[src/rtl/booth_mult_seq.sv]
`default_nettype none
// ============================================================================
// Module   : booth_mult_seq
// Purpose  : Sequential radix-4 Booth multiplier. Each cycle in CALC retires
//            one Booth digit of the captured multiplier.
//            Products are full width and may be signed or unsigned.
//            An IDLE / CALC / DONE FSM wraps the datapath with valid/ready
//            handshakes on both sides.
// Revision : 1.0 - initial release
// ----------------------------------------------------------------------------
// Parameters
//   A_WIDTH     : multiplicand width, 4..32
//   B_WIDTH     : multiplier width, even, 4..32
// Ports
//   CLK         : in  - clock, rising edge
//   RST_N       : in  - asynchronous active-low reset
//   IN_VALID    : in  - A_NUM / B_NUM / SIGNED_MODE are valid
//   IN_READY    : out - high only in IDLE
//   A_NUM       : in  - multiplicand [A_WIDTH-1:0]
//   B_NUM       : in  - multiplier   [B_WIDTH-1:0]
//   SIGNED_MODE : in  - 1 = two's-complement operands, 0 = unsigned
//   OUT_VALID   : out - high only in DONE; C_NUM holds the product
//   OUT_READY   : in  - consumer takes C_NUM (leaves DONE)
//   C_NUM       : out - product [A_WIDTH+B_WIDTH-1:0]
//   BUSY        : out - high only in CALC
// Configuration
//   BOOTH_MULT_EARLY_TERM_EN : when defined, CALC ends as soon as every
//                              remaining Booth digit is zero.
// ============================================================================
module booth_mult_seq #(
    parameter int A_WIDTH = 8,
    parameter int B_WIDTH = 8
) (
    input  logic                       CLK,
    input  logic                       RST_N,
    input  logic                       IN_VALID,
    output logic                       IN_READY,
    input  logic [A_WIDTH-1:0]         A_NUM,
    input  logic [B_WIDTH-1:0]         B_NUM,
    input  logic                       SIGNED_MODE,
    output logic                       OUT_VALID,
    input  logic                       OUT_READY,
    output logic [A_WIDTH+B_WIDTH-1:0] C_NUM,
    output logic                       BUSY
);

    localparam int C_P_W        = A_WIDTH + B_WIDTH;
    localparam int C_ACC_W      = C_P_W + 2;
    localparam int C_EXT_B_W    = B_WIDTH + 2;
    localparam int C_NUM_DIGITS = B_WIDTH / 2 + 1;
    localparam int C_CNT_W      = $clog2(C_NUM_DIGITS + 1);
    localparam logic [C_CNT_W-1:0] C_LAST_DIGIT = C_CNT_W'(C_NUM_DIGITS - 1);

    typedef enum logic [1:0] {
        S_IDLE = 2'd0,
        S_CALC = 2'd1,
        S_DONE = 2'd2
    } state_t;

    state_t               state_q,     state_d;
    // The multiplicand is pre-extended to accumulator width and shifted left
    // by two each cycle. That gives the 2*digit_index weighting for free.
    logic [C_ACC_W-1:0]   mcand_q,     mcand_d;
    // The extended multiplier shifts right by two each cycle. Bits [1:0] are
    // always the current digit's upper bits. prev_q holds the bit just below.
    logic [C_EXT_B_W-1:0] mplier_q,    mplier_d;
    logic                 prev_q,      prev_d;
    logic [C_ACC_W-1:0]   acc_q,       acc_d;
    logic [C_CNT_W-1:0]   cnt_q,       cnt_d;
    logic [C_P_W-1:0]     c_num_q,     c_num_d;
    logic                 in_ready_q,  in_ready_d;
    logic                 out_valid_q, out_valid_d;
    logic                 busy_q,      busy_d;

    logic [2:0]           w_digit_bits;
    logic [C_ACC_W-1:0]   w_mcand_x2;
    logic [C_ACC_W-1:0]   w_pp;
    logic [C_ACC_W-1:0]   w_acc_sum;
    logic                 w_last_digit;

    // ------------------------------------------------------------------------
    // Booth digit decode and partial product
    // ------------------------------------------------------------------------
    assign w_digit_bits = {mplier_q[1:0], prev_q};
    assign w_mcand_x2   = mcand_q << 1;

    always_comb begin
        w_pp = '0;
        unique case (w_digit_bits)
            3'b000, 3'b111: w_pp = '0;                                 //  0
            3'b001, 3'b010: w_pp = mcand_q;                            // +1
            3'b011:         w_pp = w_mcand_x2;                         // +2
            3'b100:         w_pp = (~w_mcand_x2) + C_ACC_W'(1);        // -2
            3'b101, 3'b110: w_pp = (~mcand_q) + C_ACC_W'(1);           // -1
            default:        w_pp = '0;
        endcase
    end

    // Accumulation is modulo 2^C_ACC_W. The low C_P_W bits are the exact
    // product for both signed and unsigned operands. This includes the
    // full-scale and most-negative corner cases.
    assign w_acc_sum = acc_q + w_pp;

    // ------------------------------------------------------------------------
    // End-of-calculation detection
    // ------------------------------------------------------------------------
`ifdef BOOTH_MULT_EARLY_TERM_EN
    logic w_rest_zero;

    // After this cycle's digit, the remaining digits are built from
    // mplier_q[C_EXT_B_W-1:2] and the last examined bit mplier_q[1].
    // If all of these bits are equal, every remaining digit is zero.
    // The right shift replicates the MSB, so the vacated bits never break
    // this test.
    assign w_rest_zero  = (&mplier_q[C_EXT_B_W-1:1]) | ~(|mplier_q[C_EXT_B_W-1:1]);
    assign w_last_digit = (cnt_q == C_LAST_DIGIT) | w_rest_zero;
`else
    assign w_last_digit = (cnt_q == C_LAST_DIGIT);
`endif

    // ------------------------------------------------------------------------
    // Next-state logic
    // ------------------------------------------------------------------------
    always_comb begin
        state_d  = state_q;
        mcand_d  = mcand_q;
        mplier_d = mplier_q;
        prev_d   = prev_q;
        acc_d    = acc_q;
        cnt_d    = cnt_q;
        c_num_d  = c_num_q;

        unique case (state_q)
            S_IDLE: begin
                if (IN_VALID && in_ready_q) begin
                    // The two extra bits carry the sign in signed mode,
                    // or zero in unsigned mode. After this, the datapath
                    // treats every operand as signed.
                    mcand_d  = {{(C_ACC_W - A_WIDTH){A_NUM[A_WIDTH-1] & SIGNED_MODE}}, A_NUM};
                    mplier_d = {{2{B_NUM[B_WIDTH-1] & SIGNED_MODE}}, B_NUM};
                    prev_d   = 1'b0;
                    acc_d    = '0;
                    cnt_d    = '0;
                    state_d  = S_CALC;
                end
            end

            S_CALC: begin
                acc_d    = w_acc_sum;
                mcand_d  = mcand_q << 2;
                mplier_d = {{2{mplier_q[C_EXT_B_W-1]}}, mplier_q[C_EXT_B_W-1:2]};
                prev_d   = mplier_q[1];
                cnt_d    = cnt_q + C_CNT_W'(1);
                if (w_last_digit) begin
                    c_num_d = w_acc_sum[C_P_W-1:0];
                    state_d = S_DONE;
                end
            end

            S_DONE: begin
                if (OUT_READY) begin
                    state_d = S_IDLE;
                end
            end

            default: begin
                state_d = S_IDLE;
            end
        endcase

        // The handshake outputs are registered from the next state. This
        // keeps them glitch-free and exactly aligned with the FSM state.
        in_ready_d  = (state_d == S_IDLE);
        out_valid_d = (state_d == S_DONE);
        busy_d      = (state_d == S_CALC);
    end

    // ------------------------------------------------------------------------
    // State registers
    // ------------------------------------------------------------------------
    always_ff @(posedge CLK or negedge RST_N) begin
        if (!RST_N) begin
            state_q     <= S_IDLE;
            mcand_q     <= '0;
            mplier_q    <= '0;
            prev_q      <= 1'b0;
            acc_q       <= '0;
            cnt_q       <= '0;
            c_num_q     <= '0;
            in_ready_q  <= 1'b1;
            out_valid_q <= 1'b0;
            busy_q      <= 1'b0;
        end else begin
            state_q     <= state_d;
            mcand_q     <= mcand_d;
            mplier_q    <= mplier_d;
            prev_q      <= prev_d;
            acc_q       <= acc_d;
            cnt_q       <= cnt_d;
            c_num_q     <= c_num_d;
            in_ready_q  <= in_ready_d;
            out_valid_q <= out_valid_d;
            busy_q      <= busy_d;
        end
    end

    assign IN_READY  = in_ready_q;
    assign OUT_VALID = out_valid_q;
    assign BUSY      = busy_q;
    assign C_NUM     = c_num_q;

endmodule
`default_nettype wire

[config.mk]
export PLATFORM = sky130hd
export DESIGN_NAME = booth_mult_seq
export DESIGN_NICKNAME = d
export VERILOG_FILES = /design/src/rtl/booth_mult_seq.sv
export SDC_FILE = /design/constraint.sdc
export NUM_CORES = 1
export LEC_CHECK = 0
export ABC_AREA = 1
export BUFFER_PORTS_ARGS = -buffer_cell sky130_fd_sc_hd__buf_2
export CAP_MARGIN = 20
export CORE_MARGIN = 5
export CORE_UTILIZATION = 30
export CTS_CLUSTER_DIAMETER = 200
export DETAILED_ROUTE_END_ITERATION = 7
export HOLD_SLACK_MARGIN = 0.02
export PLACE_DENSITY = 0.45
export SLEW_MARGIN = 20
export SYNTH_ARGS = -nofsm -noshare
export SYNTH_HDL_FRONTEND = slang
export SYNTH_SLANG_ARGS = --single-unit
[constraint.sdc]
create_clock -name CLK -period 7.9 [get_ports CLK]
set_input_delay 0.395 -clock CLK [delete_from_list [all_inputs] [get_ports CLK]]
set_output_delay 0.395 -clock CLK [all_outputs]
set_load 0.01 [all_outputs]
**Yosys cells after proc, flatten, opt, wreduce, memory -nomap -nowiden**

Cells that the tools add are included.

- Eq/ne operators: 13
- Bitwise gates (word level): 5
- Multiplexer cells: 15
- Reduce and logical (&&, ||, !) cells: 11
- $add $sub $neg: 4

Operators with widths:

| kind | number |
|---|---|
| 18-bit one-hot mux with 5 select lines | 1 |
| 18-bit one-hot mux with 2 select lines | 2 |
| 18-bit by 1-bit adder with 18-bit output (second input constant) | 2 |
| 18-bit two-way mux | 2 |
| 18-bit inverter | 2 |
| 10-bit one-hot mux with 2 select lines | 1 |
| 18-bit adder | 1 |
| 3-bit equality test (second input constant) | 5 |
| 10-bit two-way mux | 1 |
| 3-bit by 2-bit equality test with 1-bit output (second input constant) | 2 |
| 2-bit two-way mux | 3 |
| 2-bit one-hot mux with 3 select lines | 1 |
| 3-bit one-hot mux with 2 select lines | 1 |
| 2-bit OR reduction | 3 |
| 2-bit by 1-bit equality test with 1-bit output (second input constant) | 2 |
| 2-bit equality test (second input constant) | 2 |
| 2-bit zero test | 2 |
| 2-bit AND reduction | 2 |
| 3-bit by 1-bit adder with 3-bit output (second input constant) | 1 |
| 3-bit by 1-bit equality test with 1-bit output (second input constant) | 1 |
| 3-bit zero test | 1 |
| 3-bit two-way mux | 1 |
| 3-bit AND reduction | 1 |
| 1-bit AND | 2 |
| 6 further kinds | 6 |

- Input port bits: 21
- Word-level logic and storage cells: 59
- Register bits: 71
- Output and inout port bits: 19

**Logic depth before layout (Yosys ltp)**

Gate-level depths: netlist of the first run.

- Word-level depth: 5
- Depth in mapped cells: 22
- Depth with buffers taken out: 22

**Worst setup path after synthesis of the first run**

Ideal clock, no wire load.

- Path kind: register to register
- Start: register mcand_q[1]
- End: register acc_q[7]
- Slack: 5214 ps
- Stages on the path, launching flop included: 17
- Clock period less this slack: 2686 ps
- Arrival: 2564 ps
- Buffers on the path: 0
- Library setup time: 122 ps
- Data required time: 7778 ps
- Cells stage by stage: dfrtp_1 -> inv_1 -> ha_1 -> nand2_2 -> nor2_8 -> xor2_1 -> inv_1 -> nand2_1 -> o21ai_0 -> a21oi_1 -> o21ai_0 -> ha_1 -> a21o_1 -> nor2_1 -> o21ai_2 -> or2_1 -> a32o_1

- Cells in the longest elaborated chain, start to end: 5
- Elaborated cells on any way between the ends: 7
- Classes of those cells: 3 x add/sub; 2 x mux; 2 x bitwise

Ends and longest elaborated chain:

| element | line | source |
|---|---|---|
| from (decl) | 63 | `logic [C_ACC_W-1:0] mcand_q, mcand_d;` |
| from (signal assigned) | 195 | `mcand_q <= mcand_d;` |
| 18-bit inverter (on tied branches) | 94, 93 |  |
| 18-bit by 1-bit adder with 18-bit output (on tied branches) | 94, 93 |  |
| 18-bit one-hot mux with 5 select lines (*) | 89 | `unique case (w_digit_bits)` |
| 18-bit adder (*) | 102 | `assign w_acc_sum = acc_q + w_pp;` |
| 18-bit one-hot mux with 2 select lines (*) | 133 | `unique case (state_q)` |
| to (signal assigned) | 187 | `acc_q <= '0;` |
| to (signal assigned) | 198 | `acc_q <= acc_d;` |
| to (decl) | 68 | `logic [C_ACC_W-1:0] acc_q, acc_d;` |

Every way passes the cells marked *; elsewhere a longest branch is shown, timed or not.
A chain may end at the register's enable or synchronous reset.

**Final worst setup path of the first run**

- Start: register mplier_q[0]
- End: register c_num_q[8], in the netlist C_NUM[8]

- Cells in the longest elaborated chain, start to end: 4
- Elaborated cells on any way between the ends: 13
- Classes of those cells: 1 x add/sub; 7 x eq/ne; 1 x mux; 4 x reduce/logical

Ends and longest elaborated chain:

| element | line | source |
|---|---|---|
| from (decl) | 66 | `logic [C_EXT_B_W-1:0] mplier_q, mplier_d;` |
| from (signal assigned) | 196 | `mplier_q <= mplier_d;` |
| 3-bit equality test (tied with other cells) | 89 |  |
| 2-bit OR reduction | 89 |  |
| 18-bit one-hot mux with 5 select lines (*) | 89 |  |
| 18-bit adder (*) | 102 |  |
| to (signal assigned) | 200 | `c_num_q <= c_num_d;` |
| to (decl) | 70 | `logic [C_P_W-1:0] c_num_q, c_num_d;` |

Marked as above.

==> key figures, run 1 <==
Status
  – Outcome: completed

Critical path
  – Critical path's most frequent cell: o21ai_2
  – Critical path data arrival time: 3.35 ns
  – Required time of the worst setup path: 8.11 ns
  – Worst reg2reg path startpoint: mplier_q[0]
  – Reg2reg setup slack: 4.75 ns
  – Worst Reg-to-Reg Cells: 11
  – Cell family with the largest share of critical-path delay: compound AO/OA/AOI/OAI gates
  – CP Class: flip-flop to flip-flop
  – Buf/Inv on CP: 1
  – CP max FO: 15
  – Worst setup EP type: flip-flop
  – CP Cell Sequence: inv_1 -> nand2_1 -> nor2_1 -> o21ai_0 -> o211a_1 -> fa_1 -> o21ai_2 -> a21oi_2 -> o21ai_2 -> xnor2_1 -> o21ai_1
  – Crit-path slowest cell: nor2_1
  – CP Launch Type: flip-flop
  – FF-to-FF End: C_NUM[8]
  – Largest stage delay, worst path: 0.76 ns

CTS
  – Max Buffers Root-to-Sink: 2
  – Postcts setup bufs: 0
  – CTS tree: yes
  – Clock Sinks: 67
  – CTS Hold Buffers Added: 0
  – Worst skew pair latency: 0.34 ns
  – Clk root buf: clkbuf_16
  – Worst-path clk slew: 0.06 ns
  – Post-CTS resize count: 0
  – CTS Buf Count: 9
  – Number of H-tree levels: 3

Min path
  – Hold path depth: 2
  – HP Class: primary input to flip-flop
  – Hold path endpoint: OUT_VALID
  – Hold path start: OUT_READY

Yosys
  – Largest family of logic cells by synthesized area: simple AND/OR/NAND/NOR gates
  – Most instantiated cells after synthesis: nand2_1, dfrtp_1, inv_1, nand3_1, o21ai_0
  – Post-synthesis mux area share: 0
  – Simple-Gate Fraction of Synth Area: 0.2543
  – Synth Area in XOR/XNOR: 0.03843
  – Yosys warning count: 0
  – Adder-cell share of the synthesized area: 0.05977
  – Mapped cell area: 0.004103 mm²
  – Prevailing post-synth register cell: dfrtp_1
  – Sequential element share of the synthesized area: 0.4090
  – Syn Area/Cell: 7.982 µm²
  – Synth Instances: 514
  – Synth Net Count: 554
  – Number of flops mapped to enable cells by yosys: 0
  – Cell with the most instances after synthesis: nand2_1
  – Synth cell types: 44
  – Ranking of synthesized cells by area: dfrtp_1, nand2_1, ha_1, inv_1, nand3_1
  – Compound-cell area share of the yosys netlist: 0.1638
  – Area leader, netlist: dfrtp_1
  – Asr flop ratio synth: 1.000
  – Yosys reg bits: 67
  – Yosys top cell area share: 0.4026

Finish
  – NumNets Final: 592
  – Antenna fix cells: 0
  – Multi-input logic area: 0.002118 mm²
  – Fillers: 1442
  – Sequential Area: 0.001678 mm²
  – Post-route insts no fill: 733
  – Share of cells above drive strength 1: 0.1562
  – Synth-to-layout area growth: 16.38%

Timing
  – Fmax: 317.9 MHz
  – Max-slew violation count: 0
  – Final min period: 3.146 ns
  – Clk_skew: 0.006493 ns
  – Final setup viols: 0
  – Final TNS setup: 0 ns
  – Worst-Margin Slew: 0.9901 ns
  – Relative slew slack: 0.3375
  – Final period util: 0.3982
  – Final Hold Fails: 0
  – RSZ-0062 raised after global routing: no

Routing
  – ANT nets after route: 0
  – Initial DRC Count: 175
  – Drc violations: 0
  – Vias/cell: 4.992
  – Pre-antenna DRT Iters: 4
  – Wire length per cell: 15.50 µm
  – Drt total wl: 11360 µm
  – Via Count: 3659

GRT
  – Most used routing layer: met2
  – All-Layer GR Usage: 0.1504
  – Initial antenna violation count: 0
  – Number of global-route vias before repair: 3720
  – M3 GR Usage: 0.03657
  – Met1 Usage GRT: 0.2037
  – Gr ovfl total: 0
  – Met2 Use GR: 0.2319
  – First-pass GRT wire length: 19280 µm
  – Pin count of the biggest net entering global routing: 68

Run
  – Maximum capacitance violations: 0

Placement
  – DP Wirelength: 8385 µm
  – Placed cells: 717
  – IO buf count: 39
  – Routability cong.: 0.8877

Floorplanning
  – Row cnt: 42
  – I/O pins: 40
  – Die Span Y: 126.9 µm
  – Core ar.: 0.01335 mm²
  – Die area: 0.01611 mm²
  – Die X: 126.9 µm
  – Starting Density: 0.3074
==> cells by family (layout without fill, tap and decap cells) <==
group / count (synthesis) / after routing
AND/OR/NAND/NOR: 230 / 230
AO/OA/AOI/OAI: 103 / 103
XOR/XNOR: 18 / 18
flip-flops: 67 / 67
adder cells (fa/ha/maj): 19 / 19
buffers and inverters: 77 / 120
==> worst max path at each step <==
stage,cells past startpoint,startpoint,to
2_1_floorplan,16,mcand_q[1],acc_q[7]
4_1_cts,14,mplier_q[0],C_NUM[10]
5_1_grt,16,mplier_q[0],acc_q[11]
6_report,11,mplier_q[0],C_NUM[8]
3_3_place_gp,20,mcand_q[1],C_NUM[13]
3_5_place_dp,20,mcand_q[1],C_NUM[13]
==> layer usage <==
layer  share of wire  wire (µm)
met1            0.49       5600
met2            0.45       5123
met3           0.036        411
met4           0.020        229
met5               0          0
==> sequential cells by signal, indices dropped and copies added, names as in the netlist <==
register and count:
BUSY 1, C_NUM 16, IN_READY 1, OUT_VALID 1
acc_q 16, cnt_q 3, mcand_q 16, mplier_q 10
prev_q 1, state_q 2
==> cell usage in the layout (no fill, tap or decap), types with 2 or more instances in the layout <==
cell and n:
a211oi_1 3, a21oi_1 16, a221oi_1 9, a31oi_1 3, buf_2 39, buf_4 3
clkbuf_1 3, clkbuf_16 9, clkbuf_8 3, dfrtp_1 66, ha_1 18, inv_1 53
inv_2 9, nand2_1 124, nand2_2 4, nand3_1 34, nand3_2 3, nand3b_1 2
nand4_1 6, nor2_1 29, nor2_2 6, nor2_4 3, nor3_1 15, o2111ai_1 7
o21ai_0 30, o21ai_1 7, o21ai_2 3, o221ai_1 8, o22ai_1 6, o31ai_1 4
xnor2_1 5, xor2_1 13
==> cell type report <==
type | instances | share of cell area
Clock inverter | 1 | 0.006289
Multi-Input combinational cell | 370 | 0.4437
Sequential cell | 67 | 0.3514
Inverter | 62 | 0.04874
Timing Repair Buffer | 42 | 0.04560
Clock buffer | 15 | 0.05818
Tap cell | 176 | 0.04612
==> stage by stage <==
step                      area, µm²  setup slack (ns)  hold WS [ns]  utilization
after floorplan                4103             5.214       0.09941            -
after global placement         4467             4.785        0.4518       0.3346
after detailed placement       4467             4.756        0.4588       0.3346
after CTS                      4775             4.733        0.2348       0.3577
after global routing           4775             4.441        0.2531       0.3577
final                          4775             4.754        0.2481       0.3577
Power of run 1 is not shown: default switching activity piles up to over one toggle a cycle in this logic, so the estimate is an artifact.
==> inputs of run 2 (changes only) <==
- clock period: 7.9 -> 3.28 ns (I/O delays scaled with it)
==> run 2 against run 1 <==
  * Maximum frequency grew 5.7%
  * Flip-flop and latch count is the same
  * Register-to-register slack lost 4.5 ns
  * Final cell count grew 2.0%
  * Setup slack lost 4.5 ns
  * Routed wire length shrank 0.34%
  * Hold slack lost 0.19 ns
  * Core utilization grew 0.63 points
  * Non-clock buffer count grew 15
  * Die area is the same
  * Clock skew grew 0.0011 ns
  * Count of clock-buffer cells in the layout shrank 2
  * Highest routed layer unchanged
==> key figures, run 2 (same netlist as run 1, synthesis figures left out) <==
CTS
  – Clock Sinks: 67
  – CTS tree: yes
  – Clk root buf: clkbuf_16
  – CTS Buf Count: 9
  – Worst-path clk slew: 0.05 ns
  – Max Buffers Root-to-Sink: 2
  – Number of H-tree levels: 3
  – Worst skew pair latency: 0.33 ns

GRT
  – Initial antenna violation count: 0
  – Pin count of the biggest net entering global routing: 29
  – Number of global-route vias before repair: 3689
  – First-pass GRT wire length: 18940 µm
  – Gr ovfl total: 0
  – All-Layer GR Usage: 0.1474

Finish
  – Leading cell type in the layout, fill and taps excluded: nand2_1
  – Sequential Area: 0.001678 mm²
  – Multi-input logic area: 0.002127 mm²
  – Antenna fix cells: 0
  – Synth-to-layout area growth: 18.42%
  – Most frequent cells in the layout: nand2_1, dfrtp_1, inv_1
  – Fillers: 1424
  – NumNets Final: 607
  – Share of cells above drive strength 1: 0.1818

Critical path
  – CP Launch Type: flip-flop
  – Critical path's most frequent cell: nand2_1
  – CP endpoint: C_NUM[15]
  – Worst path depth: 19
  – FF-to-FF End: C_NUM[15]
  – CP startpoint: mcand_q[0]
  – Critical path data arrival time: 3.20 ns
  – CP Class: flip-flop to flip-flop
  – Worst reg2reg path startpoint: mcand_q[0]
  – Buf/Inv on CP: 4
  – Worst Reg-to-Reg Cells: 19
  – Crit-path slowest cell: dfrtp_1
  – Reg2reg setup slack: 0.30 ns
  – Largest stage delay, worst path: 0.39 ns
  – Worst setup EP type: flip-flop
  – CP Cell Sequence: inv_2 -> ha_2 -> nand2_2 -> nor2_8 -> buf_4 -> nand4_1 -> xor2_1 -> inv_1 -> nand2_1 -> o2111ai_1 -> ha_1 -> a21oi_1 -> o21ai_0 -> a21oi_1 -> nand3_1 -> inv_1 -> nand2_1 -> nand3_1 -> nand2_1
  – CP max FO: 6
  – Required time of the worst setup path: 3.50 ns
  – Cell family with the largest share of critical-path delay: compound AO/OA/AOI/OAI gates

Floorplanning
  – Starting Density: 0.3074
  – Die X: 126.9 µm
  – Core ar.: 0.01335 mm²
  – I/O pins: 40
  – Die Span Y: 126.9 µm
  – Die area: 0.01611 mm²
  – Row cnt: 42

Routing
  – Via Count: 3697
  – Drt total wl: 11330 µm
  – Initial DRC Count: 176
  – ANT nets after route: 0
  – Drc violations: 0
  – Wire length per cell: 15.14 µm
  – Vias/cell: 4.943
  – Pre-antenna DRT Iters: 5

Timing
  – Relative slew slack: 0.6290
  – RSZ-0062 raised after global routing: no
  – Clk_skew: 0.007566 ns
  – Max-slew violation count: 0
  – Final Hold Fails: 0
  – Final min period: 2.977 ns
  – Worst-Margin Slew: 0.5559 ns
  – Fmax: 335.9 MHz
  – Final setup viols: 0
  – Final period util: 0.9076
  – Final TNS setup: 0 ns

Placement
  – DP Wirelength: 8668 µm
  – Routability cong.: 0.9112
  – IO buf count: 39

Min path
  – Hold path start: A_NUM[1]
  – HP Class: primary input to flip-flop

Run
  – Maximum capacitance violations: 0

Status
  – Outcome: completed
[run 2: layout make-up]
cell class	instances	share of cell area
clock buffers	13	0.05151
clock inverters	3	0.003090
inverters	62	0.04790
multi-input cells	370	0.4378
flip-flops and latches	67	0.3454
well taps	176	0.04533
repair buffers	57	0.06902
[run 2: per-stage QoR]
step	instance area (µm²)	setup slack, ns	instances	util	hold WS, ns
final	4858	0.3029	748	0.3640	0.06167
after floorplan	4103	0.5942	514	-	-0.1316
after global placement	4534	0.2923	726	0.3397	0.1074
after CTS	4820	0.2893	744	0.3611	0.05106
after detailed placement	4534	0.2916	726	0.3397	0.1101
after global routing	4858	0.01513	748	0.3640	0.07332
[run 2: what timing repair did]
item	CTS	global route
resized for setup	0	4
hold endpoints to repair	15	0
endpoints found under the setup margin	0	8
hold buffers	2	0
buffers inserted	0	4
[run 2: worst min-delay path by stage]
stage	end	slack, ns	depth (start not counted)
floorplan	BUSY	-0.13	0
global placement	C_NUM[11]	0.11	1
detailed placement	C_NUM[11]	0.11	1
CTS	mcand_q[1]	0.05	3
global route	mcand_q[1]	0.07	3
finish	mcand_q[1]	0.06	3
[run 2: layer usage]
| layer | track usage | up-vias | share of wire |
|---|---|---|---|
| li1 | - | 1851 | - |
| met5 | 0 | - | 0 |
| met3 | 0.03447 | 14 | 0.043 |
| met2 | 0.2323 | 81 | 0.45 |
| met4 | 0.04479 | 0 | 0.017 |
| met1 | 0.2016 | 1751 | 0.49 |
[run 2: worst register-to-register path, delay by kind of cell (launching register included)]
family,cells,cell delay [ns]
compound gates,4,0.70
xor+xnor,1,0.16
fa+ha+maj,2,0.59
buf+inv,4,0.36
flops,1,0.39
simple gates,8,0.68
Power of run 2 is left out for the same reason.
==> inputs of run 3 (changes only) <==
- PLACE_DENSITY: 0.45 -> 0.49
==> run 3 against run 2 <==
  * Sequential share of layout area is 0.29 points higher
  * Hold slack got worse by 0.031 ns
  * Via count fell by 0.89%
  * Setup slack got worse by 0.016 ns
  * Flip-flop and latch count unchanged
  * Die area unchanged
  * Clock skew fell by 0.0028 ns
  * Cell area down 0.82%
==> key figures, run 3 (same netlist as run 1, synthesis figures left out) <==
Routing
  – Via Count: 3664
  – Wire length per cell: 14.90 µm
  – Vias/cell: 4.951
  – WL met3: 411 µm
  – Met2 wire len: 5098 µm
  – Drc violations: 0
  – Initial DRC Count: 201
  – Drt total wl: 11020 µm
  – ANT nets after route: 0
  – Top Layer Used: met4
  – Pre-antenna DRT Iters: 5
  – M1 WL: 5380 µm

CTS
  – CTS tree: yes
  – Clock Sinks: 67
  – Max Buffers Root-to-Sink: 2
  – CTS Buf Count: 9
  – Number of H-tree levels: 3
  – Worst-path clk slew: 0.05 ns
  – Clk root buf: clkbuf_16
  – Worst skew pair latency: 0.33 ns

GRT
  – First-pass GRT wire length: 18520 µm
  – Pin count of the biggest net entering global routing: 33
  – All-Layer GR Usage: 0.1422
  – Number of global-route vias before repair: 3659
  – Initial antenna violation count: 0
  – Gr ovfl total: 0

Finish
  – Synth-to-layout area growth: 17.44%
  – Multi-input logic area: 0.002126 mm²
  – Most frequent cells in the layout: nand2_1, dfrtp_1, inv_1
  – Antenna fix cells: 0
  – Sequential Area: 0.001678 mm²
  – NumNets Final: 599
  – Leading cell type in the layout, fill and taps excluded: nand2_1
  – Fillers: 1427
  – Share of cells above drive strength 1: 0.1684

Critical path
  – Critical path data arrival time: 3.26 ns
  – CP Launch Type: flip-flop
  – CP max FO: 5
  – CP Class: flip-flop to flip-flop
  – Reg2reg setup slack: 0.29 ns
  – Required time of the worst setup path: 3.54 ns
  – Worst setup EP type: flip-flop

Floorplanning
  – Die X: 126.9 µm
  – Die Span Y: 126.9 µm
  – Die area: 0.01611 mm²
  – Core ar.: 0.01335 mm²
  – Starting Density: 0.3074
  – I/O pins: 40
  – Row cnt: 42

Placement
  – DP Wirelength: 8374 µm
  – IO buf count: 39
  – Routability cong.: 0.8803

Min path
  – HP Class: primary input to flip-flop

Timing
  – Clk_skew: 0.004742 ns
  – Max-slew violation count: 0
  – Fmax: 334.1 MHz
  – Final period util: 0.9125
  – Worst-Margin Slew: 0.7812 ns
  – Final setup viols: 0
  – Final Hold Fails: 0
  – RSZ-0062 raised after global routing: no
  – Relative slew slack: 0.4786
  – Final TNS setup: 0 ns
  – Final min period: 2.993 ns

Run
  – Maximum capacitance violations: 0

Status
  – Outcome: completed
-- run 3: timing repair --
item,CTS,global route
endpoints found under the hold margin,14,0
resized for setup,0,3
setup endpoints to repair,0,7
buffers inserted,0,0
hold buffers,1,0
-- run 3: layout make-up --
class | count | share of cell area
multi-input cells | 370 | 0.4412
flip-flops and latches | 67 | 0.3482
repair buffers | 49 | 0.05661
clock buffers | 14 | 0.05271
inverters | 62 | 0.04830
well taps | 176 | 0.04570
clock inverters | 2 | 0.007271
-- run 3: metal layers --
metal  vias up  track usage
li1       1841            -
met1      1742       0.1953
met2        69       0.2263
met3        12      0.02984
met4         0      0.04164
met5         -            0
-- run 3: worst max-delay path: stages, from the launching register on --
cell	delay, ns
dfrtp_1	0.39
inv_2	0.11
ha_1	0.21
nand2_2	0.11
xor2_1	0.17
a221oi_1	0.25
o21ai_0	0.19
ha_1	0.39
a21oi_1	0.27
nor2_1	0.07
nor2_1	0.11
o21ai_2	0.10
nand2_1	0.07
nand2_1	0.07
nand3_1	0.10
nand2_1	0.05
nand2_1	0.09
nand3_1	0.08
nand2_1	0.08
-- run 3: final timing paths --
kind                             from  cells past startpoint         to
hold reg to reg              cnt_q[2]                      1   cnt_q[2]
hold / removal              OUT_READY                      2  OUT_VALID
setup reg to reg           mcand_q[0]                     18  acc_q[13]
max in group asynchronous       RST_N                      3   acc_q[4]
min in group asynchronous       RST_N                      2   cnt_q[2]
setup / recovery           mcand_q[0]                     18  acc_q[13]
-- run 3: metrics by stage --
step	hold slack (ns)	setup slack, ns	cells	instance area, µm²	utilization
final	0.03081	0.2871	740	4818	0.3610
after global routing	0.03167	0.01454	740	4818	0.3610
after detailed placement	0.1204	0.2151	723	4512	0.3380
after floorplan	-0.1316	0.5942	514	4103	-
after global placement	0.1160	0.3039	723	4512	0.3380
after CTS	0.02200	0.2186	740	4811	0.3604
Power of run 3 is left out for the same reason.
